[config.mk]
export PLATFORM = sky130hd
export DESIGN_NAME = frame_buffer_arbiter
export DESIGN_NICKNAME = d
export VERILOG_FILES = /design/src/rtl/frame_buffer_arbiter.sv
export SDC_FILE = /design/constraint.sdc
export NUM_CORES = 1
export LEC_CHECK = 0
export ABC_CLOCK_PERIOD_IN_PS = 2790
export CAP_MARGIN = 20
export CORE_MARGIN = 2
export CORE_UTILIZATION = 39
export CTS_BUF_LIST = sky130_fd_sc_hd__clkbuf_8
export DETAILED_ROUTE_END_ITERATION = 10
export DONT_BUFFER_PORTS = 1
export GPL_TIMING_DRIVEN = 0
export PLACE_DENSITY_LB_ADDON = 0.12
export SLEW_MARGIN = 20
export SYNTH_ARGS = -nofsm -noshare
export SYNTH_HDL_FRONTEND = slang
export SYNTH_SLANG_ARGS = --single-unit
[constraint.sdc]
create_clock -name clk -period 2.79 [get_ports clk]
set_input_delay 0.837 -clock clk [delete_from_list [all_inputs] [get_ports clk]]
set_output_delay 0.837 -clock clk [all_outputs]
set_load 0.05 [all_outputs]
[src/rtl/frame_buffer_arbiter.sv]
// Two-port PSRAM command arbiter: camera writes and LCD reads share one burst port,
// with a double-buffered frame swap between the two requesters.
module frame_buffer_arbiter #(
  parameter int          BURST_CYCLES = 16,
  parameter logic [20:0] BUF0_BASE    = 21'h000000,
  parameter logic [20:0] BUF_STRIDE   = 21'h040000
) (
  input  logic        clk,
  input  logic        rst_n,
  input  logic        init_done,
  input  logic        wr_req,
  input  logic [20:0] wr_offset,
  output logic        wr_gnt,
  input  logic        rd_req,
  input  logic [20:0] rd_offset,
  output logic        rd_gnt,
  input  logic        wr_frame_done,
  input  logic        rd_frame_start,
  output logic        cmd,
  output logic        cmd_en,
  output logic [20:0] addr,
  output logic        busy,
  output logic        wr_buf_idx,
  output logic        rd_buf_idx,
  output logic        frame_dropped
);

  localparam logic [0:0]  ST_IDLE   = 1'b0;
  localparam logic [0:0]  ST_BURST  = 1'b1;
  localparam logic [7:0]  CNT_LOAD  = 8'(BURST_CYCLES - 1);
  localparam logic [20:0] BUF1_BASE = BUF0_BASE + BUF_STRIDE;

  logic [0:0]  state_r;
  logic [7:0]  cnt_r;
  logic        wr_prio_r;
  logic        cmd_en_r;
  logic        wr_gnt_r;
  logic        rd_gnt_r;
  logic        cmd_r;
  logic [20:0] addr_r;
  logic        busy_r;
  logic        wr_buf_idx_r;
  logic        rd_buf_idx_r;
  logic        pending_r;
  logic        frame_dropped_r;

  logic        grant_ok_s;
  logic        contest_s;
  logic        pick_wr_s;
  logic [20:0] grant_addr_s;
  logic        swap_s;
  logic        drop_s;

  // Base of the selected buffer plus offset; the sum wraps at 21 bits.
  function automatic logic [20:0] buf_addr(input logic idx, input logic [20:0] offset);
    logic [20:0] base;
    if (idx) begin
      base = BUF1_BASE;
    end else begin
      base = BUF0_BASE;
    end
    return base + offset;
  endfunction

  // Grant decision: a lone requester wins, a contest goes to the stored priority.
  always_comb begin
    grant_ok_s   = 1'b0;
    contest_s    = wr_req & rd_req;
    pick_wr_s    = 1'b0;
    grant_addr_s = 21'h000000;
    if ((state_r == ST_IDLE) && init_done && (wr_req || rd_req)) begin
      grant_ok_s = 1'b1;
    end else begin
      grant_ok_s = 1'b0;
    end
    if (contest_s) begin
      pick_wr_s = wr_prio_r;
    end else if (wr_req) begin
      pick_wr_s = 1'b1;
    end else begin
      pick_wr_s = 1'b0;
    end
    if (pick_wr_s) begin
      grant_addr_s = buf_addr(wr_buf_idx_r, wr_offset);
    end else begin
      grant_addr_s = buf_addr(rd_buf_idx_r, rd_offset);
    end
  end

  // Frame-swap decode: a same-cycle frame end counts as pending for the swap.
  always_comb begin
    swap_s = rd_frame_start & (pending_r | wr_frame_done);
    drop_s = wr_frame_done & ~rd_frame_start & pending_r;
  end

  // Arbiter FSM, burst counter and registered command port.
  always_ff @(posedge clk) begin
    if (!rst_n) begin
      state_r   <= ST_IDLE;
      cnt_r     <= 8'd0;
      wr_prio_r <= 1'b0;
      cmd_en_r  <= 1'b0;
      wr_gnt_r  <= 1'b0;
      rd_gnt_r  <= 1'b0;
      cmd_r     <= 1'b0;
      addr_r    <= 21'h000000;
      busy_r    <= 1'b0;
    end else begin
      cmd_en_r <= 1'b0;
      wr_gnt_r <= 1'b0;
      rd_gnt_r <= 1'b0;
      case (state_r)
        ST_IDLE: begin
          if (grant_ok_s) begin
            state_r  <= ST_BURST;
            busy_r   <= 1'b1;
            cnt_r    <= CNT_LOAD;
            cmd_en_r <= 1'b1;
            wr_gnt_r <= pick_wr_s;
            rd_gnt_r <= ~pick_wr_s;
            cmd_r    <= pick_wr_s;
            addr_r   <= grant_addr_s;
            if (contest_s) begin
              wr_prio_r <= ~pick_wr_s;
            end else begin
              wr_prio_r <= wr_prio_r;
            end
          end else begin
            busy_r <= 1'b0;
          end
        end
        ST_BURST: begin
          // Grant cycle counts as the first of BURST_CYCLES busy cycles.
          if (cnt_r == 8'd0) begin
            state_r <= ST_IDLE;
            busy_r  <= 1'b0;
          end else begin
            cnt_r <= cnt_r - 8'd1;
          end
        end
        default: begin
          state_r <= ST_IDLE;
          busy_r  <= 1'b0;
          cnt_r   <= 8'd0;
        end
      endcase
    end
  end

  // Double-buffer bookkeeping: pending frame, swap on LCD frame start, drop flag.
  always_ff @(posedge clk) begin
    if (!rst_n) begin
      wr_buf_idx_r    <= 1'b0;
      rd_buf_idx_r    <= 1'b1;
      pending_r       <= 1'b0;
      frame_dropped_r <= 1'b0;
    end else begin
      frame_dropped_r <= drop_s;
      if (swap_s) begin
        wr_buf_idx_r <= rd_buf_idx_r;
        rd_buf_idx_r <= wr_buf_idx_r;
        pending_r    <= 1'b0;
      end else if (wr_frame_done) begin
        pending_r <= 1'b1;
      end else begin
        pending_r <= pending_r;
      end
    end
  end

  assign cmd_en        = cmd_en_r;
  assign wr_gnt        = wr_gnt_r;
  assign rd_gnt        = rd_gnt_r;
  assign cmd           = cmd_r;
  assign addr          = addr_r;
  assign busy          = busy_r;
  assign wr_buf_idx    = wr_buf_idx_r;
  assign rd_buf_idx    = rd_buf_idx_r;
  assign frame_dropped = frame_dropped_r;

endmodule

* Yosys cells after proc, flatten, opt, wreduce, memory -nomap -nowiden *
Cells that the tools add are included.

operators by class
  add/sub/neg operators = 3
  multipliers = 0
  divide/modulo/power cells = 0
  $lt $le $gt $ge = 0
  equality and inequality tests = 3
  shift operators = 0
  muxes and demuxes = 16
  bitwise gates (word level) = 10
  reduce and logical (&&, ||, !) cells = 10

operator list
  kind                                                                     number
  21-bit 2-to-1 mux                                                        3
  21-bit adder                                                             2
  19-bit 2-to-1 mux                                                        2
  8-bit 2-to-1 mux                                                         2
  8-bit one-hot mux with 2 select lines                                    1
  8-bit logical NOT                                                        1
  8-bit by 1-bit subtractor with 8-bit output, second input constant       1
  1-bit 2-to-1 mux                                                         6
  1-bit NOT                                                                5
  1-bit AND                                                                4
  2-bit inequality test, second input constant                             2
  1-bit one-hot mux with 2 select lines                                    2
  2-bit AND reduction                                                      2
  2-bit OR reduction                                                       2
  3-bit AND reduction                                                      1
  3-bit OR reduction                                                       1
  1-bit logical AND                                                        2
  2-bit by 1-bit inequality test with 1-bit output, second input constant  1
  1-bit logical OR                                                         1
  1-bit OR                                                                 1

storage, ports and cells
  bits in registers = 40
  bits in latches = 0
  memory bits (writable) = 0
  bits in read-only memories = 0
  output and inout port bits = 29
  memories kept = 0

* Depth between registers and ports, before layout *
  word-level depth = 6
  mapped depth = 6
  depth with buffers taken out = 6

* Worst setup path after synthesis *
No wires, ideal clock.

  path type = input-to-reg
  start = in rd_offset[18]
  end = reg addr_r[20] (netlist: addr[20])
  library setup time = 122 ps
  arrival = 1717 ps
  required time = 2668 ps
  slack = 951 ps
  cell stages on the path = 5
  buffers on the path = 0
  cell sequence = ha_1 > ha_1 > xor2_1 > and2_1 > a221o_1

on the way
  longest elaborated chain between the ends = 2

RTL lines
  item                    RTL line  text
  start: declaration      15        input logic [20:0] rd_offset,
  21-bit adder            62        return base + offset;
  21-bit 2-to-1 mux       83        if (pick_wr_s) begin
  end signal: assignment  122       addr_r <= grant_addr_s;
  end: declaration        40        logic [20:0] addr_r;

Every way passes these cells.
A chain may end at the register's enable or synchronous reset.

* Worst setup path in the final report *
  start = reg wr_buf_idx_r (netlist: wr_buf_idx)
  end = out wr_buf_idx

RTL lines
  item                      RTL line  text
  start: declaration        42        logic wr_buf_idx_r;
  start signal: assignment  160       wr_buf_idx_r <= rd_buf_idx_r;
  end: declaration          23        output logic wr_buf_idx,

No word-level cell between the ends.

==> flow_metrics.env <==
export IMPL_nNetsFinal=224
export IMPL_io_buffers=0
export IMPL_ctsHtreeMaxLevel=2
export IMPL_initial_core_utilization_pct=39.8
export IMPL_fin_total_pwr_mw=1.38
export IMPL_final_hold_viol_count=0
export IMPL_net_switching_power_mw=0.424
export IMPL_finalSetupTns_ns=0
export IMPL_power_density_nw_per_um2=735
export IMPL_cts_buf_count=5
export IMPL_finalInstanceArea_sq_um=1880
export IMPL_worstRegToRegCells=5
export IMPL_post_route_drc_count=0
export IMPL_post_drt_wl_per_cell_um=15.8
export IMPL_outcome="finished, final reports clean"
export IMPL_regToRegSetupSlack_ns=1.12
export IMPL_grt_pass1_wl_um=5840
export IMPL_rows=24
export IMPL_maximum_clock_frequency_mhz=548
export IMPL_vias=1260
export IMPL_switching_share_pct=30.7
export IMPL_max_cap_violations=0
export IMPL_diodes=0
export IMPL_p_int_mw=0.955
export IMPL_fin_hold_ws_ns=0.457
export IMPL_cp_depth=0
export IMPL_start_kind="flop"
export IMPL_endpoint_of_the_worst_hold_timing_path="frame_dropped$_SDFF_PN0_"
export IMPL_synth_yosys_warnings=0
export IMPL_routed_wl_um=3510
export IMPL_core_area_sq_um=4260
export IMPL_regToRegEndpoint="addr[20]$_SDFFE_PN0P_"
export IMPL_final_max_slew_violation_count=0
export IMPL_final_core_utilization_pct=44.0
export IMPL_flow_area_growth_from_synthesis_pct=10.4
export IMPL_mappedNetlistNets=217
export IMPL_globalRoute_busiestLayer="met2"
export IMPL_ant_nets=0
export IMPL_hold_path_depth=2
export IMPL_floorplan_die_area_sq_um=4900
export IMPL_timing_clock_skew_ns=0.00461
export IMPL_number_of_endpoints_failing_setup_at_the_final_stage=0
export IMPL_tritoncts="built"
export IMPL_place_congestion=0.754
export IMPL_yosys_register_bits=40
export IMPL_worst_endpoint_required_ns=1.95
export IMPL_drive_above_1_share_pct=14.7
export IMPL_num_io_pins=78
export IMPL_grt_pass1_vias=1258
export IMPL_finalWorstSetupSlack_ns=0.967
export IMPL_vdd_ir_drop_max_uv=231
export IMPL_synth_seq_area_share_pct=47.1
export IMPL_timing_max_slew_rel_slack_pct=61.4
export IMPL_layoutNonFillerInstCount=222
export IMPL_ctsRootBufferMaster="sky130_fd_sc_hd__clkbuf_8"
export IMPL_number_of_antenna_violations_at_the_first_check_in_global_routing=0
export IMPL_path_max_fanout=4
export IMPL_synth_top_cells_by_area="sky130_fd_sc_hd__dfxtp_1 47%, sky130_fd_sc_hd__a221o_1 12%, sky130_fd_sc_hd__and2_1 7.7%"
export IMPL_placedCellCount=214
export IMPL_power_share_combinational_pct=11.3
export IMPL_synthesis_area_sq_um=1700
export IMPL_grt_overflow_total=0
export IMPL_worst_setup_path_type="flop to output port"
export IMPL_synth_largest_area_cell="sky130_fd_sc_hd__dfxtp_1"
export IMPL_worstMarginPinSlew_ns=0.578
export IMPL_grt_setup_unrepaired="no"
export IMPL_drtIter0Drc=53
export IMPL_gr_usage_met3_pct=7.65
export IMPL_critical_path_reg2reg_startpoint="rd_buf_idx$_SDFFE_PN1P_"
export IMPL_hp_class="flop to flop"
export IMPL_synth_cell_types=36
export IMPL_cts_repair_timing_setup_buffer_count=0
export IMPL_drt_pass1_iterations=4
export IMPL_gr_usage_met2_pct=23.2
export IMPL_netlist_instances=162
export IMPL_die_h_um=70.0
export IMPL_pwr_share_clk_pct=33.8
export IMPL_synth_top_area_share_pct=47.1
export IMPL_global_route_usage_met1_pct=17.5
export IMPL_timing_final_crit_share_pct=65.4
export IMPL_cts_hold_buffers_added=0
export IMPL_dieWidth_um=70.0
export IMPL_grt_util_all_layers_pct=15.1
export IMPL_critPathArrivalTime_ns=0.99
export IMPL_min_period_ns=1.82
export IMPL_insertion_delay_ns=0.29
export IMPL_avg_cell_area_syn_sq_um=10.5
export IMPL_cts_sink_count=40
export IMPL_clockBufferDepth=2
export IMPL_leakagePower_nw=0.757
export IMPL_vias_per_cell=5.68
export IMPL_share_seq_of_total_power_pct=54.9
export IMPL_holdCritStartpoint="pending_r$_SDFFE_PP0P_"
export IMPL_placed_cell_area_sq_um=1760
export IMPL_dp_hpwl_um=2690
export IMPL_largest_net_degree_at_the_start_of_global_routing=14
export IMPL_dpl_worst_slack_ns=0.806
export IMPL_cts_resized=0
export IMPL_clkTransAtPathRegs_ns=0.08
export IMPL_critical_path_sink_type="output port"
worst max-delay path by stage:
stage	slack (ns)	startpoint	endpoint
after floorplan	0.95	rd_offset[18]	addr[20]$_SDFFE_PN0P_
after detailed placement	0.81	init_done	addr[9]$_SDFFE_PN0P_
final	0.97	wr_buf_idx$_SDFFE_PN0P_	wr_buf_idx
after CTS	0.94	rd_buf_idx$_SDFFE_PN1P_	rd_buf_idx
after global placement	0.86	init_done	addr[17]$_SDFFE_PN0P_
after global routing	0.92	wr_buf_idx$_SDFFE_PN0P_	wr_buf_idx
cell families after synthesis:
kind of cell / after synthesis / share of synthesized area [%]
AOI/OAI and AO/OA: 38 / 20.2
xor gates and xnor gates: 5 / 2.58
adders and majority gates: 6 / 4.42
buffers and inverters: 13 / 4.05
DFF: 40 / 47.1
muxes: 3 / 1.77
and+or+nand+nor: 57 / 19.8
flip-flops by register name (all words and copies together) (netlist names):
register	flops
pending_r	1
addr	21
cmd_en	1
wr_buf_idx	1
wr_gnt	1
rd_gnt	1
cmd	1
state_r	1
busy	1
frame_dropped	1
rd_buf_idx	1
cnt_r	8
wr_prio_r	1
layout make-up:
class / count / area [sq um]
inverters: 6 / 22.5
clock buffers: 5 / 68.8
well taps: 52 / 65.1
fillers: 438 / 2390
clock inverters: 3 / 42.5
multi-input cells: 109 / 830
plain buffers: 7 / 46.3
flip-flops and latches: 40 / 801
power groups by stage:
stage                     clock [mW]  combinational [mW]  sequential (mW)
after floorplan                    0               0.132            0.762
after detailed placement           0               0.157            0.772
after CTS                      0.490               0.158            0.758
after global placement             0               0.151            0.771
after global routing           0.507               0.178            0.764
final                          0.466               0.156            0.757
placed cells by master, fill, tap and decap left out, types with 2 or more instances in the layout:
| cell type | Yosys | layout |
|---|---|---|
| sky130_fd_sc_hd__a211oi_1 | 3 | 3 |
| sky130_fd_sc_hd__a21oi_1 | 4 | 4 |
| sky130_fd_sc_hd__a21oi_2 | 2 | 2 |
| sky130_fd_sc_hd__a221o_1 | 21 | 21 |
| sky130_fd_sc_hd__and2_1 | 21 | 21 |
| sky130_fd_sc_hd__buf_2 | 4 | 4 |
| sky130_fd_sc_hd__buf_6 | 2 | 2 |
| sky130_fd_sc_hd__clkbuf_8 | 0 | 5 |
| sky130_fd_sc_hd__dfxtp_1 | 40 | 40 |
| sky130_fd_sc_hd__ha_1 | 6 | 6 |
| sky130_fd_sc_hd__inv_1 | 5 | 5 |
| sky130_fd_sc_hd__mux2i_1 | 3 | 3 |
| sky130_fd_sc_hd__nand2_1 | 5 | 5 |
| sky130_fd_sc_hd__nand3_1 | 3 | 3 |
| sky130_fd_sc_hd__nor2_1 | 12 | 12 |
| sky130_fd_sc_hd__nor3_1 | 7 | 7 |
| sky130_fd_sc_hd__xnor2_1 | 3 | 3 |
| sky130_fd_sc_hd__xor2_1 | 2 | 2 |
synth_stat cells, drive strengths merged:
cell	number
a211oi	4
a21boi	1
a21o	1
a21oi	6
a221o	21
a311oi	1
a31o	1
and2	21
and4	1
buf	6
clkbuf	1
dfxtp	40
ha	6
inv	6
mux2i	3
nand2	5
nand3	3
nand4	1
nand4b	1
nor2	13
nor2b	1
nor3	7
nor3b	1
nor4	1
o21a	1
o21ai	2
or2	1
or4b	1
xnor2	3
xor2	2
metal layers:
metal	share of wire [%]	vias to the layer above
met1	42	586
met5	0	-
li1	-	607
met2	45	62
met3	11	5
met4	2.0	0
(Power assumes the default switching activity.)
